**src/rtl/led_ctrl_pkg.sv**
```systemverilog
// Shared types and constants for the LED chase control plane.
// Also holds the pattern-cycling helper.
package led_ctrl_pkg;

  localparam int unsigned DEF_CNT_W = 24;

  typedef enum logic [1:0] {
    IDLE     = 2'd0,
    PRESS    = 2'd1,
    WAIT_REL = 2'd2
  } btn_state_e;

  localparam logic [1:0] SPD_1S    = 2'd0;
  localparam logic [1:0] SPD_500MS = 2'd1;
  localparam logic [1:0] SPD_250MS = 2'd2;
  localparam logic [1:0] SPD_100MS = 2'd3;

  localparam logic [1:0] PAT_BOUNCE = 2'd0;
  localparam logic [1:0] PAT_WRAP   = 2'd1;
  localparam logic [1:0] PAT_FILL   = 2'd2;

  // Pattern sequence bounce -> wrap -> fill -> bounce; code 3 is never produced.
  function automatic logic [1:0] next_pattern(input logic [1:0] pat);
    logic [1:0] nxt;
    case (pat)
      PAT_BOUNCE: nxt = PAT_WRAP;
      PAT_WRAP:   nxt = PAT_FILL;
      default:    nxt = PAT_BOUNCE;
    endcase
    return nxt;
  endfunction

endpackage

```
**src/rtl/led_tick_divider.sv**
```systemverilog
// Programmable period divider producing a registered 1-cycle tick.
// Count is held while disabled; clear restarts the period and drops a pending tick.
module led_tick_divider
  import led_ctrl_pkg::*;
#(
  parameter int unsigned CNT_W = DEF_CNT_W
) (
  input  logic             clk,
  input  logic             rst,
  input  logic [CNT_W-1:0] period,
  input  logic             enable,
  input  logic             clear,
  output logic             tick
);

  logic [CNT_W-1:0] count;

  // Divider count and registered tick strobe
  always_ff @(posedge clk) begin
    if (rst || clear) begin
      count <= '0;
      tick  <= 1'b0;
    end else if (enable) begin
      if (count == period - CNT_W'(1)) begin
        count <= '0;
        tick  <= 1'b1;
      end else begin
        count <= count + CNT_W'(1);
        tick  <= 1'b0;
      end
    end else begin
      tick <= 1'b0;
    end
  end

endmodule

```
**src/rtl/led_chase_scheduler.sv**
```systemverilog
// Button-driven control for the LED chase: run/pause, speed and pattern selection,
// plus the step tick for the chase shifter.
module led_chase_scheduler
  import led_ctrl_pkg::*;
#(
  parameter int unsigned PERIOD_0   = 10_000_000,
  parameter int unsigned PERIOD_1   = 5_000_000,
  parameter int unsigned PERIOD_2   = 2_500_000,
  parameter int unsigned PERIOD_3   = 1_000_000,
  parameter int unsigned LONG_PRESS = 15_000_000,
  parameter int unsigned CNT_W      = DEF_CNT_W
) (
  input  logic       clk,
  input  logic       rst,
  input  logic       btn_valid,
  input  logic       btn_level,
  output logic       step_tick,
  output logic [1:0] speed_mode,
  output logic [1:0] pattern_sel,
  output logic       running
);

  localparam logic [CNT_W-1:0] P0        = CNT_W'(PERIOD_0);
  localparam logic [CNT_W-1:0] P1        = CNT_W'(PERIOD_1);
  localparam logic [CNT_W-1:0] P2        = CNT_W'(PERIOD_2);
  localparam logic [CNT_W-1:0] P3        = CNT_W'(PERIOD_3);
  localparam logic [CNT_W-1:0] LONG_LAST = CNT_W'(LONG_PRESS - 1);

  btn_state_e       state;
  logic [CNT_W-1:0] hold;
  logic [CNT_W-1:0] period;
  logic             short_evt;
  logic             long_evt;
  logic             run_next;
  logic             div_clear;

  // Press classification; the divider sees the post-toggle run state so a pause blocks a same-cycle tick
  always_comb begin
    short_evt = (state == PRESS) && !btn_level;
    long_evt  = (state == PRESS) && btn_level && (hold == LONG_LAST);
    run_next  = long_evt ? ~running : running;
    div_clear = short_evt && running;
    case (speed_mode)
      SPD_1S:    period = P0;
      SPD_500MS: period = P1;
      SPD_250MS: period = P2;
      SPD_100MS: period = P3;
      default:   period = P0;
    endcase
  end

  // Button FSM, hold counter and mode/pattern registers
  always_ff @(posedge clk) begin
    if (rst) begin
      state       <= IDLE;
      hold        <= '0;
      running     <= 1'b1;
      speed_mode  <= SPD_1S;
      pattern_sel <= PAT_BOUNCE;
    end else begin
      case (state)
        IDLE: begin
          if (btn_valid) begin
            state <= PRESS;
            hold  <= '0;
          end
        end
        PRESS: begin
          if (short_evt) begin
            state <= IDLE;
            if (running) speed_mode <= speed_mode + 2'd1;
            else         pattern_sel <= next_pattern(pattern_sel);
          end else if (long_evt) begin
            running <= ~running;
            state   <= WAIT_REL;
          end else begin
            hold <= hold + CNT_W'(1);
          end
        end
        WAIT_REL: begin
          if (!btn_level) state <= IDLE;
        end
        default: state <= IDLE;
      endcase
    end
  end

  led_tick_divider #(
    .CNT_W(CNT_W)
  ) u_divider (
    .clk   (clk),
    .rst   (rst),
    .period(period),
    .enable(run_next),
    .clear (div_clear),
    .tick  (step_tick)
  );

endmodule

```
**config.mk**
```make
export PLATFORM = sky130hd
export DESIGN_NAME = led_chase_scheduler
export DESIGN_NICKNAME = d
export VERILOG_FILES = /design/src/rtl/led_ctrl_pkg.sv /design/src/rtl/led_tick_divider.sv /design/src/rtl/led_chase_scheduler.sv
export SDC_FILE = /design/constraint.sdc
export NUM_CORES = 1
export LEC_CHECK = 0
export CAP_MARGIN = 20
export CORE_UTILIZATION = 40
export CTS_CLUSTER_SIZE = 8
export DETAILED_ROUTE_END_ITERATION = 8
export HOLD_SLACK_MARGIN = 0.06
export PLACE_DENSITY = 0.64
export SYNTH_ARGS = -nofsm -noshare
export SYNTH_HDL_FRONTEND = slang
export SYNTH_SLANG_ARGS = --single-unit
```
**constraint.sdc**
```tcl
create_clock -name clk -period 2.55 [get_ports clk]
set_input_delay 0.51 -clock clk [delete_from_list [all_inputs] [get_ports clk]]
set_output_delay 0.51 -clock clk [all_outputs]
set_load 0.02 [all_outputs]
```
# == Yosys cells after proc, flatten, opt, wreduce, memory -nomap -nowiden ==
# Cells that the tools add are included.
# totals
reg_bits,56
inputBits,4
elab_cells,57
# classes
add_sub_neg,4
n_eq_ne,13
muxes,14
bitwise,3
reduce_logical,16
# ops
operator,count
24-bit two-way mux,4
24-bit case mux with 4 select lines,1
"24-bit by 1-bit adder with 24-bit output, second input constant",2
24-bit case mux with 2 select lines,1
24-bit == test,1
"24-bit == test, second input constant",1
"24-bit by 1-bit subtractor with 24-bit output, second input constant",1
3-bit AND reduction,3
2-bit two-way mux,4
"2-bit != test, second input constant",4
"2-bit by 1-bit == test with 1-bit output, second input constant",3
"2-bit == test, second input constant",3
2-bit logical NOT,3
2-bit case mux with 3 select lines,1
1-bit logical AND,4
2-bit case mux with 2 select lines,1
4-bit AND reduction,1
"3-bit != test, second input constant",1
1-bit inverter,3
"2-bit by 1-bit adder with 2-bit output, second input constant",1
1-bit two-way mux,2
2-bit AND reduction,1
2-bit nonzero test,1
2-bit OR reduction,1
other kinds (2),2

# == Logic depth before layout (Yosys ltp) ==
# Gate-level depths: netlist of run 1.
# logic_depth
depth_word,6
ltp_mapped,11
depth_no_buf,8

# == Hierarchy ==
# From an unflattened synthesis of run 1, not the netlist that was laid out.
# unflattened
cells_unflattened,457
hier_area_um2,3858.7
# by_module_without_submodules
module,n_inst,cells_each,area_each_um2,seq_area_each_um2
led_tick_divider,1,263,2189.6,500.5
led_chase_scheduler,1,194,1669.1,620.6

# == Worst setup path before layout of run 1 ==
# No wires, ideal clock.
# synth_path
kind,flip-flop to flip-flop
startpoint,register speed_mode[0]
endpoint,register u_divider.count[19]
setup_time_ns,0.126
arrival_time_ns,2.830
slack_ns,-0.405
stages_incl_launch_ff,11
path_buffers,3
cell_sequence,dfxtp_1 > inv_1 > ha_1 > clkbuf_1 > or4_1 > a2111oi_0 > a21oi_1 > buf_2 > buf_1 > a22oi_1 > o21ai_0
# synth_between
elab_chain_cells,5
# synth_lines
element,line,text
from (decl),led_chase_scheduler.sv:18,"output logic [1:0] speed_mode,"
from (signal assigned),led_chase_scheduler.sv:71,if (running) speed_mode <= speed_mode + 2'd1;
"2-bit == test, or another cell as far along",led_chase_scheduler.sv:43,case (speed_mode)
24-bit case mux with 4 select lines *,led_chase_scheduler.sv:43,
24-bit by 1-bit subtractor with 24-bit output *,led_tick_divider.sv:24,if (count == period - CNT_W'(1)) begin
24-bit == test *,led_tick_divider.sv:24,
24-bit two-way mux *,led_tick_divider.sv:24,
to (signal assigned),led_tick_divider.sv:28,count <= count + CNT_W'(1);
to (decl),led_tick_divider.sv:16,logic [CNT_W-1:0] count;
# Mark *: on every way between the ends. The rest lies on a longest branch, timed or not. The select of a mux whose other input is x is not followed.
# A chain may end at the register's enable or synchronous reset.

# == Worst setup path after layout of run 1 ==
# layout_path
startpoint,register speed_mode[1]
endpoint,register u_divider.count[18]
# Same word-level chain as after synthesis.

==> results of run 1 <==
Yosys cell counts (all sizes together), types with 3 or more instances:
library cell | n | area (µm²)
dfxtp | 56 | 1120
nor2 | 49 | 184
nand2 | 39 | 146
a21oi | 23 | 115
nand3 | 23 | 115
o21ai | 17 | 85.1
or3 | 15 | 100
nand4 | 14 | 87.6
xor2 | 14 | 123
clkbuf | 12 | 45.0
inv | 12 | 45.0
xnor2 | 12 | 105
ha | 10 | 125
nor3 | 10 | 55.1
o2111ai | 8 | 70.1
buf | 7 | 46.3
o211ai | 7 | 52.6
or4 | 6 | 45.0
a22o | 5 | 48.8
and2 | 5 | 33.8
a21o | 4 | 30.0
a31oi | 4 | 25.0
and4 | 4 | 35.0
nor4 | 4 | 40.0
or2 | 4 | 25.0
nand4b | 3 | 26.3
stage by stage:
| stage | setup TNS, ns | power (µW) | hold WS (ns) |
|---|---|---|---|
| 2_1_floorplan | 0 | 994 | 0.454 |
| 3_3_place_gp | 0 | 1050 | 0.474 |
| 3_5_place_dp | -0.151 | 1050 | 0.480 |
| 4_1_cts | -0.0191 | 1570 | 0.502 |
| 5_1_grt | -0.208 | 1630 | 0.520 |
| 6_report | 0 | 1570 | 0.499 |
registers in the layout, indices dropped and copies added, names as in the netlist:
register         flops
pattern_sel          2
u_divider.tick       1
speed_mode           2
u_divider.count     24
hold                24
state                2
running              1
final timing paths:
path | start | slack (ns) | end | depth (start not counted)
worst max-delay path | speed_mode[1]$_SDFFE_PP0P_ | 0.02 | u_divider.count[18]$_SDFFE_PP0N_ | 9
worst min-delay path | hold[23]$_SDFFE_PP0P_ | 0.50 | hold[23]$_SDFFE_PP0P_ | 2
worst max register to register | speed_mode[1]$_SDFFE_PP0P_ | 0.02 | u_divider.count[18]$_SDFFE_PP0N_ | 9
worst min register to register | hold[23]$_SDFFE_PP0P_ | 0.50 | hold[23]$_SDFFE_PP0P_ | 2
critical path, stage by stage (launching register included):
cell and delay [ns]:
dfxtp_4 0.35, buf_4 0.16, ha_1 0.22, nor4b_4 0.15, or4_4 0.44, a2111oi_4 0.46, buf_4 0.20, a21oi_4 0.06
a21o_1 0.16, a22o_2 0.24
cell families after synthesis:
group / count (synthesis)
and+or+nand+nor: 189
AOI/OAI and AO/OA: 86
DFF: 56
buffers and inverters: 31
xor gates and xnor gates: 26
adders and majority gates: 10
muxes: 2
routing by layer:
layer | routed length (µm) | vias to the layer above
met5 | 0 | -
met4 | 96 | 0
met3 | 278 | 9
met2 | 3640 | 65
met1 | 4070 | 1479
li1 | - | 1549
where the power goes:
| group | internal [µW] | switching (µW) | total [µW] |
|---|---|---|---|
| Sequential | 881 | 7.94 | 888 |
| Combinational | 67.1 | 85.8 | 153 |
| Clock | 222 | 303 | 525 |
timing repair:
item	in CTS	in global routing
setup buffers	0	4
cloned	0	1
resized for setup	4	23
pin swaps	2	11
setup endpoints to repair	8	17
area by class of cell:
class,count,area share
clock buffer,7,0.0219
clock inverter,1,0.00190
inverter,12,0.0114
multi-input combinational,314,0.526
sequential,56,0.287
tap,102,0.0324
timing repair buffer,56,0.119
==> results by group, run 1 <==
Synth
  – Mean post-synth cell area: 8.00 µm²
  – Area share of xor/xnor cells in the synthesized design: 0.0711
  – Synth Area in Compound Gates: 0.179
  – Distinct cells, synth: 58
  – Number of synthesized flops with an enable pin: 0
  – Synthesized netlist cell count: 400
  – Simple-gate area share of the yosys netlist: 0.312
  – Synthesized net count: 414
  – Yosys reg bits: 56
  – Largest family of logic cells by synthesized area: simple AND/OR/NAND/NOR gates
  – Post-synthesis sequential area ratio: 0.350
  – Adder-Cell Fraction of Synth Area: 0.0391
  – Synth warnings: 0
  – Post-Syn Area: 3200 µm²
  – Ys async rst share: 0
  – Main flop type after synthesis: dfxtp_1
  – Post-synthesis mux area share: 0.00625

Die
  – Die height: 91.5 µm
  – CORE AREA: 7730 µm²
  – Io pins: 10
  – Placement Rows: 32
  – DIE AREA: 8370 µm²
  – Die Width: 91.5 µm
  – Starting density of the core: 0.414

Critical path
  – Critical Path Sink Type: register
  – CP Data Required Time: 2.76 ns
  – Crit path launch type: register
  – CP max FO: 6
  – Crit path kind: reg -> reg
  – CP arrival: 2.74 ns

Drt
  – Post-DR wirelength/cell: 14.8 µm
  – Post-route DRC: 0
  – Total Routed Length: 8.09 mm
  – Post-route ant nets: 0
  – Pre-antenna DRT Iters: 4
  – Via density: 5.66
  – DRT iter0 DRCs: 218
  – Vias after detailed routing: 3102

Timing
  – Setup WS post-layout: 0.0179 ns
  – Fin crit share: 0.993
  – Max_slew headroom: 0.721
  – Fmax: 395 MHz
  – Tmin final: 2.53 ns
  – Setup Skew: 0.0146 ns
  – Final Max Tran Viols: 0
  – Hold Fails Final Rpt: 0
  – Final setup violation count: 0
  – Slew @ Worst Pin: 0.414 ns

CTS
  – Worst-Skew Late Latency: 0.31 ns
  – Root Buffer: clkbuf_8
  – TritonCTS Sinks: 56
  – Post-cts hold buffer count: 0
  – Worst-path clk slew: 0.11 ns
  – Max clock buf depth: 2
  – H-tree levels: 2
  – CTS Buf Count: 5
  – CTS tree: yes

Layout
  – Nets@finish: 459
  – Commonest cells after routing, fill and taps aside: dfxtp_1, nor2_1, buf_4
  – Diode count: 0
  – Fraction of layout cells with a size suffix above 1: 0.204
  – FF+latch area: 1130 µm²
  – Filler Cells Inserted: 746
  – Core Util, Final: 0.510
  – Multi-input logic area: 2080 µm²
  – Final cell count without fillers: 548
  – Layout Area Growth over Synthesis: 23.1%
  – Design area: 3940 µm²
  – Commonest non-fill, non-tap cell in the layout: dfxtp_1

Placement
  – IO buf count: 9
  – Routability cong.: 0.845
  – Placed Cells incl. Taps: 536
  – Pre-CTS WS: -0.0515 ns
  – HPWL Detailed: 5.84 mm
  – Cell Area, Placed: 3690 µm²

Global route
  – Largest net degree at the start of global routing: 22
  – Initial antenna violation count: 0
  – Overall Global Routing Usage: 0.195
  – Met2 Use GR: 0.312
  – GR Util met3: 0.0293
  – GR peak layer: met2
  – Vias in the first global route: 2839
  – First-pass GRT wire length: 13.2 mm
  – GRT met1 Usage: 0.272
  – Total grt overflow: 0

Power and ir drop
  – Max IR drop VDD: 298 µV
  – Power Dens Cells: 397 nW/µm²
  – Leak: 0.00134 µW

Hold path
  – Hold Path Class: reg -> reg

Run status
  – Run status: complete, no violations

Flow run
  – Max_cap viols: 0
(Power assumes the default switching activity.)
==> run 2, diff against run 1 <==
Settings changed: ABC_AREA set to 1.
==> run 2 against run 1 <==
Design area increased by 7.6%. Non-clock buffer count is 38 lower. Critical path depth increased by 2. Critical path type unchanged. Highest routed layer unchanged.
==> results by group, run 2 <==
Critical path
  – CP arrival: 2.65 ns
  – Crit path kind: reg -> reg
  – Buf+Inv Stages, Crit Path: 0
  – R2r endpoint: u_divider.count[3]$_SDFFE_PP0N_
  – Register-to-Register Path Depth: 11
  – CP max FO: 13
  – Crit path launch type: register
  – Critical Path Sink Type: register
  – R2r startpoint: hold[0]$_SDFFE_PP0P_
  – CP max stage delay: 0.44 ns
  – Reg2reg setup slack: 0.17 ns
  – Most common cell on crit path: nor2_4
  – CP Data Required Time: 2.82 ns
  – Crit-path cells: ha_1 > nand2_2 > nor2_8 > nand3_4 > nor2_4 > nand4_4 > nand2_4 > nor2_4 > nor2_2 > nand2_1 > nor2_1
  – Delay-heaviest family, CP: simple AND/OR/NAND/NOR gates
  – CP max stage cell: dfxtp_1

Run status
  – Run status: complete, no violations

Global route
  – Total grt overflow: 0
  – Overall Global Routing Usage: 0.213
  – First-pass GRT wire length: 17.4 mm
  – Largest net degree at the start of global routing: 26
  – Vias in the first global route: 3745
  – Initial antenna violation count: 0

Drt
  – Via density: 5.16
  – Pre-antenna DRT Iters: 4
  – Vias after detailed routing: 4054
  – Post-DR wirelength/cell: 13.1 µm
  – DRT iter0 DRCs: 215
  – Post-route ant nets: 0
  – Total Routed Length: 10.3 mm
  – Post-route DRC: 0

Layout
  – Multi-input logic area: 2390 µm²
  – Fraction of layout cells with a size suffix above 1: 0.0625
  – Top Registers: hold (24), u_divider.count (24)
  – Layout Area Growth over Synthesis: 8.59%
  – Final cell count without fillers: 785
  – Commonest cells after routing, fill and taps aside: nand2_1, nor2_1, inv_1
  – Filler Cells Inserted: 961
  – FF+latch area: 1120 µm²
  – Nets@finish: 669
  – Diode count: 0
  – Commonest non-fill, non-tap cell in the layout: nand2_1

Placement
  – Pre-CTS WS: 0.00768 ns
  – Routability cong.: 0.901
  – HPWL Detailed: 7.71 mm
  – IO buf count: 9
  – Placed Cells incl. Taps: 776

Timing
  – Fmax: 420 MHz
  – Slew @ Worst Pin: 0.567 ns
  – Final Max Tran Viols: 0
  – Tmin final: 2.38 ns
  – Setup WS post-layout: 0.167 ns
  – Max_slew headroom: 0.621
  – Setup Skew: 0.0119 ns
  – Sum Neg Setup Slack: 0 ns
  – Final setup violation count: 0
  – Hold Fails Final Rpt: 0
  – Fin crit share: 0.935
  – WHS: 0.516 ns
  – RSZ-0062 raised after global routing: no

CTS
  – CTS tree: yes
  – Max clock buf depth: 2
  – Worst-path clk slew: 0.11 ns
  – Root Buffer: clkbuf_8
  – H-tree levels: 2
  – CTS Buf Count: 5
  – TritonCTS Sinks: 56
  – Worst-Skew Late Latency: 0.32 ns

Synth
  – Post-synthesis sequential area ratio: 0.287
  – Distinct cells, synth: 36
  – Main flop type after synthesis: dfxtp_1
  – Most frequent cells after synthesis: nand2_1, nor2_1, inv_1
  – Ys async rst share: 0
  – Synthesized netlist cell count: 643
  – Post-Syn Area: 3900 µm²
  – Yosys reg bits: 56
  – Yosys top cell area share: 0.287
  – Synthesized net count: 657
  – Top-count cell post-synth: nand2_1
  – Mean post-synth cell area: 6.07 µm²
  – Leading area contributor after synthesis: dfxtp_1
  – Ranking of synthesized cells by area: dfxtp_1, nand2_1, nor2_1, inv_1, nand3_1
  – Number of synthesized flops with an enable pin: 0
  – Synth warnings: 0

Flow run
  – Max_cap viols: 0

Die
  – Die Width: 101 µm
  – CORE AREA: 9330 µm²
  – Placement Rows: 35
  – Die height: 101 µm
  – Io pins: 10
  – Starting density of the core: 0.419
  – DIE AREA: 10200 µm²

Hold path
  – Hold Crit Start: u_divider.count[0]$_SDFFE_PP0N_
  – Hold Path Class: reg -> reg
  – Hold worst-path end: u_divider.count[0]$_SDFFE_PP0N_
  – WHS Path Cells: 2

Power and ir drop
  – Power Dens Cells: 383 nW/µm²
  – Leak: 0.00169 µW
  – Max IR drop VDD: 270 µV
run 2: changes by cell type after synthesis, moves of 9 or more:
cell / change
nand2_1: +137
inv_1: +71
xnor2_1: -9
a21oi_1: +10
clkbuf_1: -9
nand4_1: +17
nor2_1: +72
nand3_1: +19
or3_1: -13
run 2: how the worst max path moves through the flow:
stage	startpoint	end	slack [ns]	cells after the start
2_1_floorplan	speed_mode[0]$_SDFFE_PP0P_	u_divider.count[23]$_SDFFE_PP0N_	0.43	12
3_3_place_gp	btn_level	u_divider.count[8]$_SDFFE_PP0N_	0.11	9
3_5_place_dp	btn_level	hold[23]$_SDFFE_PP0P_	0.008	8
4_1_cts	hold[0]$_SDFFE_PP0P_	u_divider.count[9]$_SDFFE_PP0N_	0.17	11
5_1_grt	hold[0]$_SDFFE_PP0P_	u_divider.count[18]$_SDFFE_PP0N_	0.005	11
6_report	hold[0]$_SDFFE_PP0P_	u_divider.count[3]$_SDFFE_PP0N_	0.17	11
run 2: per-stage QoR:
stage | power (µW) | cell area (µm²) | utilization
after CTS | 1630 | 4230 | 0.453
after global routing | 1690 | 4240 | 0.455
after detailed placement | 1110 | 4140 | 0.443
after floorplan | 1060 | 3910 | -
after global placement | 1110 | 4140 | 0.443
final | 1620 | 4240 | 0.455
run 2: where the power goes:
part           internal (µW)  switching [µW]
clock network            198             329
registers                885            8.85
logic                   68.1             134
total                   1150             471
run 2: final cells by class:
cell class / instances / share of cell area
timing repair buffer: 18 / 0.0372
clock buffer: 5 / 0.0162
tap: 129 / 0.0381
sequential: 56 / 0.264
inverter: 84 / 0.0744
clock inverter: 3 / 0.00531
multi-input combinational: 490 / 0.564
run 2: cell families after synthesis:
group | Yosys count | share of synthesized area
AO/OA/AOI/OAI | 51 | 0.0699
XOR/XNOR | 17 | 0.0381
adder cells (fa/ha/maj) | 10 | 0.0320
buffers and inverters | 98 | 0.103
flip-flops | 56 | 0.287
AND/OR/NAND/NOR | 411 | 0.469
run 2: layer usage:
metal  GRT usage  vias up  wire, µm
met3      0.0243       17       389
met2       0.357       95      4520
met5           0        -         0
met1       0.287     1872      5210
li1            -     2070         -
met4      0.0624        0       159
run 2: what timing repair did:
item                                    CTS  global route
hold buffers                              0             0
buffers inserted                          0             0
gates resized for setup                   0             2
endpoints found under the setup margin    0            31
run 2: worst register-to-register path: stages, from the launching register on:
cell     delay [ns]
dfxtp_1        0.44
ha_1           0.22
nand2_2        0.11
nor2_8         0.19
nand3_4        0.10
nor2_4         0.16
nand4_4        0.18
nand2_4        0.24
nor2_4         0.08
nor2_2         0.40
nand2_1        0.11
nor2_1         0.09
==> run 3, diff against run 2 <==
Settings changed: DONT_BUFFER_PORTS set to 1, PLACE_DENSITY 0.64 to 0.62.
==> run 3 against run 2 <==
Global-route usage about the same. Sequential power about the same. First-iteration DRC count increased by 33%. Combinational power decreased by 10%. Wire length decreased by 0.72%. Worst setup slack improved by 0.065 ns. Die area unchanged. Clock power about the same. Critical endpoint is now u_divider.count[19]$_SDFFE_PP0N_. Highest routed layer unchanged.
==> results by group, run 3 (synthesized netlist as in run 2, its figures left out) <==
Critical path
  – CP max stage delay: 0.45 ns
  – CP max stage cell: dfxtp_1
  – Most common cell on crit path: nor2_4
  – Buf+Inv Stages, Crit Path: 0
  – Delay-heaviest family, CP: simple AND/OR/NAND/NOR gates
  – CP arrival: 2.59 ns
  – Critical Path Sink Type: register
  – CP max FO: 13
  – Crit-path cells: ha_1 > nand2_2 > nor2_8 > nand3_4 > nor2_4 > nand4_4 > nand2_4 > nor2_4 > nor2_4 > nand2_1 > nor2_1
  – Crit path kind: reg -> reg
  – Crit path launch type: register
  – CP Data Required Time: 2.82 ns

Placement
  – HPWL Detailed: 7.59 mm
  – IO buf count: 0
  – Routability cong.: 0.938

CTS
  – TritonCTS Sinks: 56
  – Root Buffer: clkbuf_8
  – CTS tree: yes
  – H-tree levels: 2
  – CTS Buf Count: 5
  – Worst-path clk slew: 0.12 ns
  – Setup Buffers After CTS: 0
  – Max clock buf depth: 2
  – Worst-Skew Late Latency: 0.33 ns

Drt
  – Total Routed Length: 10.2 mm
  – DRT iter0 DRCs: 286
  – Post-route ant nets: 0
  – Via density: 5.10
  – Vias after detailed routing: 3939
  – Pre-antenna DRT Iters: 5
  – Post-route DRC: 0
  – Post-DR wirelength/cell: 13.2 µm

Die
  – Die height: 101 µm
  – CORE AREA: 9330 µm²
  – Starting density of the core: 0.419
  – Io pins: 10
  – Die Width: 101 µm
  – DIE AREA: 10200 µm²
  – Placement Rows: 35

Timing
  – Tmin final: 2.32 ns
  – Hold Fails Final Rpt: 0
  – Setup Skew: 0.0132 ns
  – RSZ-0062 raised after global routing: no
  – Slew @ Worst Pin: 0.577 ns
  – WHS: 0.231 ns
  – Fin crit share: 0.909
  – Final setup violation count: 0
  – Fmax: 431 MHz
  – Max_slew headroom: 0.614
  – Final Max Tran Viols: 0
  – Sum Neg Setup Slack: 0 ns

Power and ir drop
  – Final total power: 1610 µW
  – Leak: 0.00164 µW
  – Max IR drop VDD: 220 µV
  – Power Dens Cells: 389 nW/µm²

Layout
  – Fraction of layout cells with a size suffix above 1: 0.0575
  – Nets@finish: 657
  – Commonest non-fill, non-tap cell in the layout: nand2_1
  – Commonest cells after routing, fill and taps aside: nand2_1, nor2_1, inv_1
  – Top Registers: hold (24), u_divider.count (24)
  – Layout Area Growth over Synthesis: 5.77%
  – Diode count: 0
  – Filler Cells Inserted: 992

Global route
  – Largest net degree at the start of global routing: 26
  – Initial antenna violation count: 0
  – Total grt overflow: 0
  – Overall Global Routing Usage: 0.212
  – First-pass GRT wire length: 17.1 mm
  – Vias in the first global route: 3520

Flow run
  – Max_cap viols: 0

Run status
  – Run status: complete, no violations

Hold path
  – Hold Path Class: in -> reg
## run 3: metal layers
metal / routed length [µm] / GRT usage
met1: 5260 / 0.321
met2: 4290 / 0.316
met3: 525 / 0.0264
met4: 125 / 0.0546
met5: 0 / 0
## run 3: area by class of cell
class / count / area [µm²] / area share
Tap cell: 129 / 161 / 0.0391
Sequential cell: 56 / 1120 / 0.271
Clock inverter: 3 / 22.5 / 0.00545
Timing Repair Buffer: 6 / 45.0 / 0.0109
Clock buffer: 5 / 68.8 / 0.0167
Multi-Input combinational cell: 490 / 2400 / 0.580
Inverter: 84 / 315 / 0.0763
## run 3: path summary, 6_finish.rpt
kind,from,end,slack (ns),depth (start not counted)
worst max register to register,hold[0]$_SDFFE_PP0P_,u_divider.count[19]$_SDFFE_PP0N_,0.23,11
worst max-delay path,hold[0]$_SDFFE_PP0P_,u_divider.count[19]$_SDFFE_PP0N_,0.23,11
worst min register to register,u_divider.count[0]$_SDFFE_PP0N_,u_divider.count[0]$_SDFFE_PP0N_,0.49,2
worst min-delay path,rst,state[1]$_SDFFE_PP0P_,0.23,1
## run 3: repair_timing
| item | in CTS | in global routing |
|---|---|---|
| hold endpoints to repair | 0 | 0 |
| hold buffers | 0 | 0 |
| gates resized for setup | 0 | 2 |
| endpoints found under the setup margin | 0 | 29 |
## run 3: metrics by stage
step                      utilization  std cells  instance area [µm²]  worst slack (ns)
after global placement          0.431        764                 4020             0.180
after global routing            0.443        773                 4130            0.0362
final                           0.443        773                 4130             0.232
after CTS                       0.441        772                 4110             0.118
after detailed placement        0.431        764                 4020             0.137
after floorplan                     -        643                 3910             0.431
## run 3: where the power goes
part	switching, µW	internal, µW
combinational	125	56.4
clock	330	198
sequential	10.8	885
